--- src/rtl/jpeg_pkg.sv ---
// Shared definitions for the JPEG coefficient packer/unpacker pair: FSM states,
// run-length symbol constants and the zig-zag to natural-order index map.
package jpeg_pkg;

   localparam int COEF_W_DEF = 12;

   typedef enum logic [1:0] {
      S_DC,
      S_AC,
      S_DRAIN
   } state_t;

   localparam logic [3:0] RUN_EOB   = 4'd0;
   localparam logic [3:0] RUN_ZRL   = 4'd15;
   localparam logic [3:0] SIZE_NONE = 4'd0;
   localparam logic [3:0] DC_SIZE_MAX = 4'd11;
   localparam logic [3:0] AC_SIZE_MAX = 4'd10;

   function automatic logic [5:0] zz2nat(input logic [5:0] zz);
      logic [5:0] nat;
      case (zz)
         6'd0:  nat = 6'd0;   6'd1:  nat = 6'd1;   6'd2:  nat = 6'd8;   6'd3:  nat = 6'd16;
         6'd4:  nat = 6'd9;   6'd5:  nat = 6'd2;   6'd6:  nat = 6'd3;   6'd7:  nat = 6'd10;
         6'd8:  nat = 6'd17;  6'd9:  nat = 6'd24;  6'd10: nat = 6'd32;  6'd11: nat = 6'd25;
         6'd12: nat = 6'd18;  6'd13: nat = 6'd11;  6'd14: nat = 6'd4;   6'd15: nat = 6'd5;
         6'd16: nat = 6'd12;  6'd17: nat = 6'd19;  6'd18: nat = 6'd26;  6'd19: nat = 6'd33;
         6'd20: nat = 6'd40;  6'd21: nat = 6'd48;  6'd22: nat = 6'd41;  6'd23: nat = 6'd34;
         6'd24: nat = 6'd27;  6'd25: nat = 6'd20;  6'd26: nat = 6'd13;  6'd27: nat = 6'd6;
         6'd28: nat = 6'd7;   6'd29: nat = 6'd14;  6'd30: nat = 6'd21;  6'd31: nat = 6'd28;
         6'd32: nat = 6'd35;  6'd33: nat = 6'd42;  6'd34: nat = 6'd49;  6'd35: nat = 6'd56;
         6'd36: nat = 6'd57;  6'd37: nat = 6'd50;  6'd38: nat = 6'd43;  6'd39: nat = 6'd36;
         6'd40: nat = 6'd29;  6'd41: nat = 6'd22;  6'd42: nat = 6'd15;  6'd43: nat = 6'd23;
         6'd44: nat = 6'd30;  6'd45: nat = 6'd37;  6'd46: nat = 6'd44;  6'd47: nat = 6'd51;
         6'd48: nat = 6'd58;  6'd49: nat = 6'd59;  6'd50: nat = 6'd52;  6'd51: nat = 6'd45;
         6'd52: nat = 6'd38;  6'd53: nat = 6'd31;  6'd54: nat = 6'd39;  6'd55: nat = 6'd46;
         6'd56: nat = 6'd53;  6'd57: nat = 6'd60;  6'd58: nat = 6'd61;  6'd59: nat = 6'd54;
         6'd60: nat = 6'd47;  6'd61: nat = 6'd55;  6'd62: nat = 6'd62;  default: nat = 6'd63;
      endcase
      return nat;
   endfunction

endpackage

--- src/rtl/jpeg_zigzag_lut.sv ---
// Combinational zig-zag position to natural (raster) index map.
module jpeg_zigzag_lut
   import jpeg_pkg::*;
(
   input  logic [5:0] zz,
   output logic [5:0] nat
);

   assign nat = zz2nat(zz);

endmodule

--- src/rtl/jpeg_coef_unpack.sv ---
// Rebuilds one 8x8 block from (run, size, amplitude) symbols and streams the
// 64 coefficients in natural order.
module jpeg_coef_unpack
   import jpeg_pkg::*;
#(
   parameter int COEF_W = COEF_W_DEF
) (
   input  logic                     clk,
   input  logic                     rst,
   input  logic                     in_valid,
   output logic                     in_ready,
   input  logic [3:0]               in_run,
   input  logic [3:0]               in_size,
   input  logic [10:0]              in_amp,
   input  logic                     restart,
   output logic                     out_valid,
   input  logic                     out_ready,
   output logic signed [COEF_W-1:0] out_coef,
   output logic [5:0]               out_idx,
   output logic                     out_last,
   output logic                     err
);

   // Size 0 and out-of-range sizes both extend to zero; range errors are flagged separately.
   function automatic logic signed [COEF_W-1:0] amp_ext(input logic [3:0] size,
                                                        input logic [10:0] amp);
      logic [11:0]        lim;
      logic [11:0]        field;
      logic signed [12:0] v;
      lim   = (12'd1 << size) - 12'd1;
      field = {1'b0, amp} & lim;
      if (size == SIZE_NONE || size > DC_SIZE_MAX)
         v = '0;
      else if (field[size - 4'd1])
         v = signed'({1'b0, field});
      else
         v = signed'({1'b0, field}) - signed'({1'b0, lim});
      return COEF_W'(v);
   endfunction

   state_t                   state, state_nx;
   logic [5:0]               k, k_nx;
   logic [5:0]               d;
   logic signed [COEF_W-1:0] pred;
   logic [63:0]              wmask;
   logic signed [COEF_W-1:0] coef_buf [64];

   logic                     accept, dc_acc, drain_hs, drain_done;
   logic                     wr_en, err_set;
   logic [5:0]               wr_idx, nat_idx;
   logic signed [COEF_W-1:0] wr_val, v_ext, pred_eff, dc_coef;
   logic [6:0]               p_sum, zrl_sum;

   assign in_ready   = (state != S_DRAIN);
   assign out_valid  = (state == S_DRAIN);
   assign out_idx    = d;
   assign out_last   = out_valid && (d == 6'd63);
   assign out_coef   = wmask[d] ? coef_buf[d] : '0;

   assign accept     = in_valid && in_ready;
   assign dc_acc     = accept && (state == S_DC);
   assign drain_hs   = out_valid && out_ready;
   assign drain_done = drain_hs && (d == 6'd63);

   assign v_ext    = amp_ext(in_size, in_amp);
   assign pred_eff = restart ? '0 : pred;
   assign dc_coef  = pred_eff + v_ext;
   assign p_sum    = {1'b0, k} + {3'b000, in_run};
   assign zrl_sum  = {1'b0, k} + 7'd16;

   jpeg_zigzag_lut u_zigzag (
      .zz  (p_sum[5:0]),
      .nat (nat_idx)
   );

   always_comb begin
      state_nx = state;
      k_nx     = k;
      wr_en    = 1'b0;
      wr_idx   = nat_idx;
      wr_val   = v_ext;
      err_set  = 1'b0;
      case (state)
         S_DC: begin
            if (accept) begin
               wr_en    = 1'b1;
               wr_idx   = 6'd0;
               wr_val   = dc_coef;
               k_nx     = 6'd1;
               state_nx = S_AC;
               err_set  = (in_size > DC_SIZE_MAX);
            end
         end
         S_AC: begin
            if (accept) begin
               if (in_size == SIZE_NONE && in_run == RUN_EOB) begin
                  state_nx = S_DRAIN;
               end else if (in_size == SIZE_NONE && in_run == RUN_ZRL) begin
                  k_nx = zrl_sum[5:0];
                  if (zrl_sum > 7'd63) begin
                     err_set  = 1'b1;
                     state_nx = S_DRAIN;
                  end
               end else if (in_size == SIZE_NONE) begin
                  err_set  = 1'b1;
                  state_nx = S_DRAIN;
               end else if (p_sum > 7'd63 || in_size > AC_SIZE_MAX) begin
                  err_set  = 1'b1;
                  state_nx = S_DRAIN;
               end else begin
                  wr_en = 1'b1;
                  k_nx  = p_sum[5:0] + 6'd1;
                  if (p_sum == 7'd63)
                     state_nx = S_DRAIN;
               end
            end
         end
         default: begin
            if (drain_done)
               state_nx = S_DC;
         end
      endcase
   end

   always_ff @(posedge clk or posedge rst) begin
      if (rst) begin
         state <= S_DC;
         k     <= '0;
         d     <= '0;
         pred  <= '0;
         err   <= 1'b0;
         wmask <= '0;
      end else begin
         state <= state_nx;
         k     <= k_nx;
         if (err_set)
            err <= 1'b1;
         if (dc_acc)
            pred <= dc_coef;
         else if (restart)
            pred <= '0;
         if (drain_hs)
            d <= d + 6'd1;
         // The mask, not the buffer, defines block contents, so a one-cycle clear suffices.
         if (drain_done)
            wmask <= '0;
         else if (wr_en)
            wmask[wr_idx] <= 1'b1;
      end
   end

   always_ff @(posedge clk) begin
      if (wr_en)
         coef_buf[wr_idx] <= wr_val;
   end

endmodule

--- config.mk ---
export PLATFORM = sky130hd
export DESIGN_NAME = jpeg_coef_unpack
export DESIGN_NICKNAME = d
export VERILOG_FILES = /design/src/rtl/jpeg_pkg.sv /design/src/rtl/jpeg_zigzag_lut.sv /design/src/rtl/jpeg_coef_unpack.sv
export SDC_FILE = /design/constraint.sdc
export NUM_CORES = 1
export LEC_CHECK = 0
export CAP_MARGIN = 0
export CORE_UTILIZATION = 55
export CTS_CLUSTER_SIZE = 28
export DETAILED_ROUTE_END_ITERATION = 16
export GPL_TIMING_DRIVEN = 0
export HOLD_SLACK_MARGIN = 0.03
export PLACE_DENSITY = 0.7
export REMOVE_ABC_BUFFERS = 1
export SLEW_MARGIN = 25
export SYNTH_ARGS = -nofsm -noshare
export SYNTH_HDL_FRONTEND = slang
export SYNTH_HIERARCHICAL = 1
export SYNTH_SLANG_ARGS = --single-unit
--- constraint.sdc ---
create_clock -name clk -period 11.3 [get_ports clk]
set_input_delay 2.825 -clock clk [delete_from_list [all_inputs] [get_ports clk]]
set_output_delay 2.825 -clock clk [all_outputs]
set_load 0.005 [all_outputs]
==> load_flow_metrics.sql <==
INSERT INTO impl_metrics (metric_group, metric, value, unit) VALUES
('outcome', 'outcome', 'complete, but fails checks', ''),
('outcome', 'violated_checks', 'DRC', ''),
('clock_tree', 'root_buffer_selected_by_cts', 'clkbuf_16', ''),
('sta', 'hold_violation_total_from_the_final_report', '0', ''),
('critical_path', 'worst_ep_arrival_time', '10120', 'ps'),
('synthesis', 'avgSynthCellArea', '16.2', 'um^2'),
('detailed_routing', 'vias', '21000', ''),
('cells_and_area', 'antenna_cells', '0', ''),
('floorplan', 'ioPinCount', '46', ''),
('detailed_routing', 'antenna_violating_nets_post_route', '0', ''),
('detailed_routing', 'drt_drc_violations_left', '1', ''),
('cells_and_area', 'area_growth_syn_to_layout', '13.6', '%'),
('global_routing', 'grt_first_pass_wirelength', '129000', 'um'),
('worst_hold_path', 'worst_hold_path_type', 'flop to flop', ''),
('global_routing', 'globalRoute.totalOverflow', '0', ''),
('critical_path', 'worstSetupStartpoint', 'in_size[0]', ''),
('global_routing', 'grt_max_degree', '65', ''),
('synthesis', 'synth_largest_area_cell', 'edfxtp_1', ''),
('sta', 'clock-skew-final', '16.6', 'ps'),
('worst_hold_path', 'timing.hold.worst.start', 'wmask[46]', ''),
('floorplan', 'floorplan.core_area', '0.0660', 'mm^2'),
('sta', 'final_period_minus_worst_setup_slack', '9780', 'ps'),
('clock_tree', 'cts.sink_count', '859', ''),
('synthesis', 'ys_warn_count', '6', ''),
('floorplan', 'initial_utilization', '55.8', '%'),
('sta', 'final_critical_path_setup_slack', '1520', 'ps'),
('clock_tree', 'cts.clk_slew.worst_paths', '60', 'ps'),
('detailed_routing', 'vias_per_cell', '6.45', ''),
('floorplan', 'die_height', '261', 'um'),
('sta', 'setup-violations-final', '0', ''),
('cells_and_area', 'post-route-cell-area', '0.0418', 'mm^2'),
('clock_tree', 'cts_buffers', '85', ''),
('power', 'ir_worst_vdd', '0.314', 'mV'),
('cells_and_area', 'final_layout_net_count', '2384', ''),
('sta', 'clock.fmax', '0.102', 'GHz'),
('critical_path', 'crit_path_max_incr_delay', '860', 'ps'),
('clock_tree', 'ctsLongestPathBuffers', '3', ''),
('cells_and_area', 'final_common_cell', 'edfxtp_1', ''),
('sta', 'final.setup.tns', '0', 'ps'),
('synthesis', 'ys_types', '87', ''),
('critical_path', 'timing.reg2reg.worst_path_depth', '11', ''),
('cells_and_area', 'layout_cell_share_with_drive_strength_beyond_1', '17.3', '%'),
('clock_tree', 'cts_tree', 'built', ''),
('power', 'p_leak', '14.5', 'nW'),
('clock_tree', 'clock_latency_on_the_worst_skew_pair', '650', 'ps'),
('synthesis', 'synth_seq_area_share', '68.8', '%'),
('sta', 'worst_slew_margin_rel', '31.4', '%'),
('clock_tree', 'cts-resized-gates', '0', ''),
('floorplan', 'core.rowCount', '94', ''),
('synthesis', 'syn_area', '0.0368', 'mm^2'),
('sta', 'grt_setup_unrepaired', 'false', ''),
('clock_tree', 'cts-htree-levels', '3', ''),
('synthesis', 'number_of_synthesized_flops_with_an_enable_pin', '768', ''),
('critical_path', 'path_max_fanout', '64', ''),
('critical_path', 'timing.setup.critical_path_class', 'input port to flop', ''),
('place', 'dpl-instance-area', '0.0390', 'mm^2'),
('critical_path', 'crit_path_frequent_cell', 'ha_1', ''),
('critical_path', 'cp_cell_sequence', 'clkdlybuf4s50_1 -> inv_1 -> ha_1 -> and2_4 -> inv_2 -> ha_1 -> nor3b_2 -> mux2i_1 -> or2_2 -> a311oi_2 -> o32ai_4 -> xor2_1 -> nor2_1 -> ha_1 -> inv_1 -> fa_1 -> nor2b_1 -> o21ai_0 -> a21boi_0 -> o21ai_0 -> a21oi_1 -> a31oi_1 -> xnor2_1 -> mux2_4', ''),
('synthesis', 'synth.ff_latch_count', '859', ''),
('detailed_routing', 'dr.first_iter.drc_count', '1932', ''),
('place', 'gp_congestion', '0.858', ''),
('critical_path', 'required_time_of_the_critical_path', '11640', 'ps'),
('synthesis', 'postSynth.topFlopCell', 'edfxtp_1', ''),
('floorplan', 'die_outline_width', '261', 'um'),
('synthesis', 'synth_cells', '2271', ''),
('clock_tree', 'cts.hold.buffers_added', '0', ''),
('critical_path', 'timing.critical_path.slowest_stage_cell', 'o32ai_4', ''),
('synthesis', 'post-synth-top-area-fraction', '62.6', '%'),
('sta', 'worst_pin_slew', '1030', 'ps'),
('floorplan', 'dieArea', '0.0680', 'mm^2'),
('critical_path', 'reg2reg_from', 'k[0]', '');
[through the flow]
step                utilization, %  hold slack, ps  power (mW)  cells
finish                        63.4             476        10.5   3252
global route                  63.4             497        10.9   3252
CTS                           63.4             479        10.5   3252
detailed placement            59.1             465        7.71   3096
global placement              57.2             453        7.90   3046
floorplan                        -             444        6.85   2137
[registers in the layout, indices dropped and copies added (netlist names)]
name	cells
err	1
coef_buf	768
k	6
pred	12
out_idx	6
wmask	64
state	2
[cell usage after synthesis, drive strengths merged (7+ instances only)]
cell type	number
nand3	19
mux2	12
a21boi	13
inv	29
nand4	8
edfxtp	768
a21o	19
and3	7
o211ai	8
mux2i	218
o21a	60
o32a	12
nand2b	17
xnor2	17
mux4	105
o221ai	116
and2	11
or3	9
o21ai	28
nor2b	25
nor3	17
nand2	109
clkbuf	65
xor2	9
o22ai	51
buf	69
a211oi	20
a21oi	67
nor3b	7
dfrtp	91
ha	39
nor2	126
[critical path: cells and delay by family]
family,cells,cell delay [ps]
fa+ha+maj,4,1570
xor+xnor,2,450
simple gates,5,1070
buf+inv,4,1190
compound gates,7,1950
mux,2,970
[final timing paths]
kind                                     to  slack, ps
max                        coef_buf[47][10]       1520
min                               wmask[46]        480
max reg2reg                 coef_buf[23][1]       5570
min reg2reg                       wmask[46]        480
max in group asynchronous         wmask[49]       8080
min in group asynchronous         wmask[27]       2580
[power breakdown]
part           internal [mW]  switching [mW]  leakage, nW
clock                   1.62            1.19         1.37
combinational           1.45            2.32         4.90
sequential              3.77           0.161         8.19
[logic make-up (layout without fill, tap and decap cells)]
logic type                 after synthesis  after routing  share of synthesized area, %
xor gates and xnor gates                26             26                         0.639
adders and majority gates               41             41                          1.43
AOI/OAI and AO/OA                      459            459                          9.33
buffers and inverters                  164            281                          1.95
muxes                                  335            335                          12.7
and+or+nand+nor                        387            387                          5.15
DFF                                    859            859                          68.8
[final cells by class]
type / instances / area (um^2)
flip-flops and latches: 859 / 25400
fillers: 4558 / 24100
multi-input cells: 1248 / 11100
clock buffers: 106 / 2270
repair buffers: 95 / 1380
well taps: 864 / 1080
clock inverters: 50 / 519
inverters: 30 / 120
[layer usage]
metal | up-vias | routed length, um | global-route usage (%)
met2 | 845 | 43000 | 43.0
met5 | - | 0 | 0
met3 | 165 | 5980 | 4.72
li1 | 9241 | - | -
met1 | 10700 | 34200 | 33.9
met4 | 0 | 2820 | 8.80
Power figures use the tool's default switching activity.
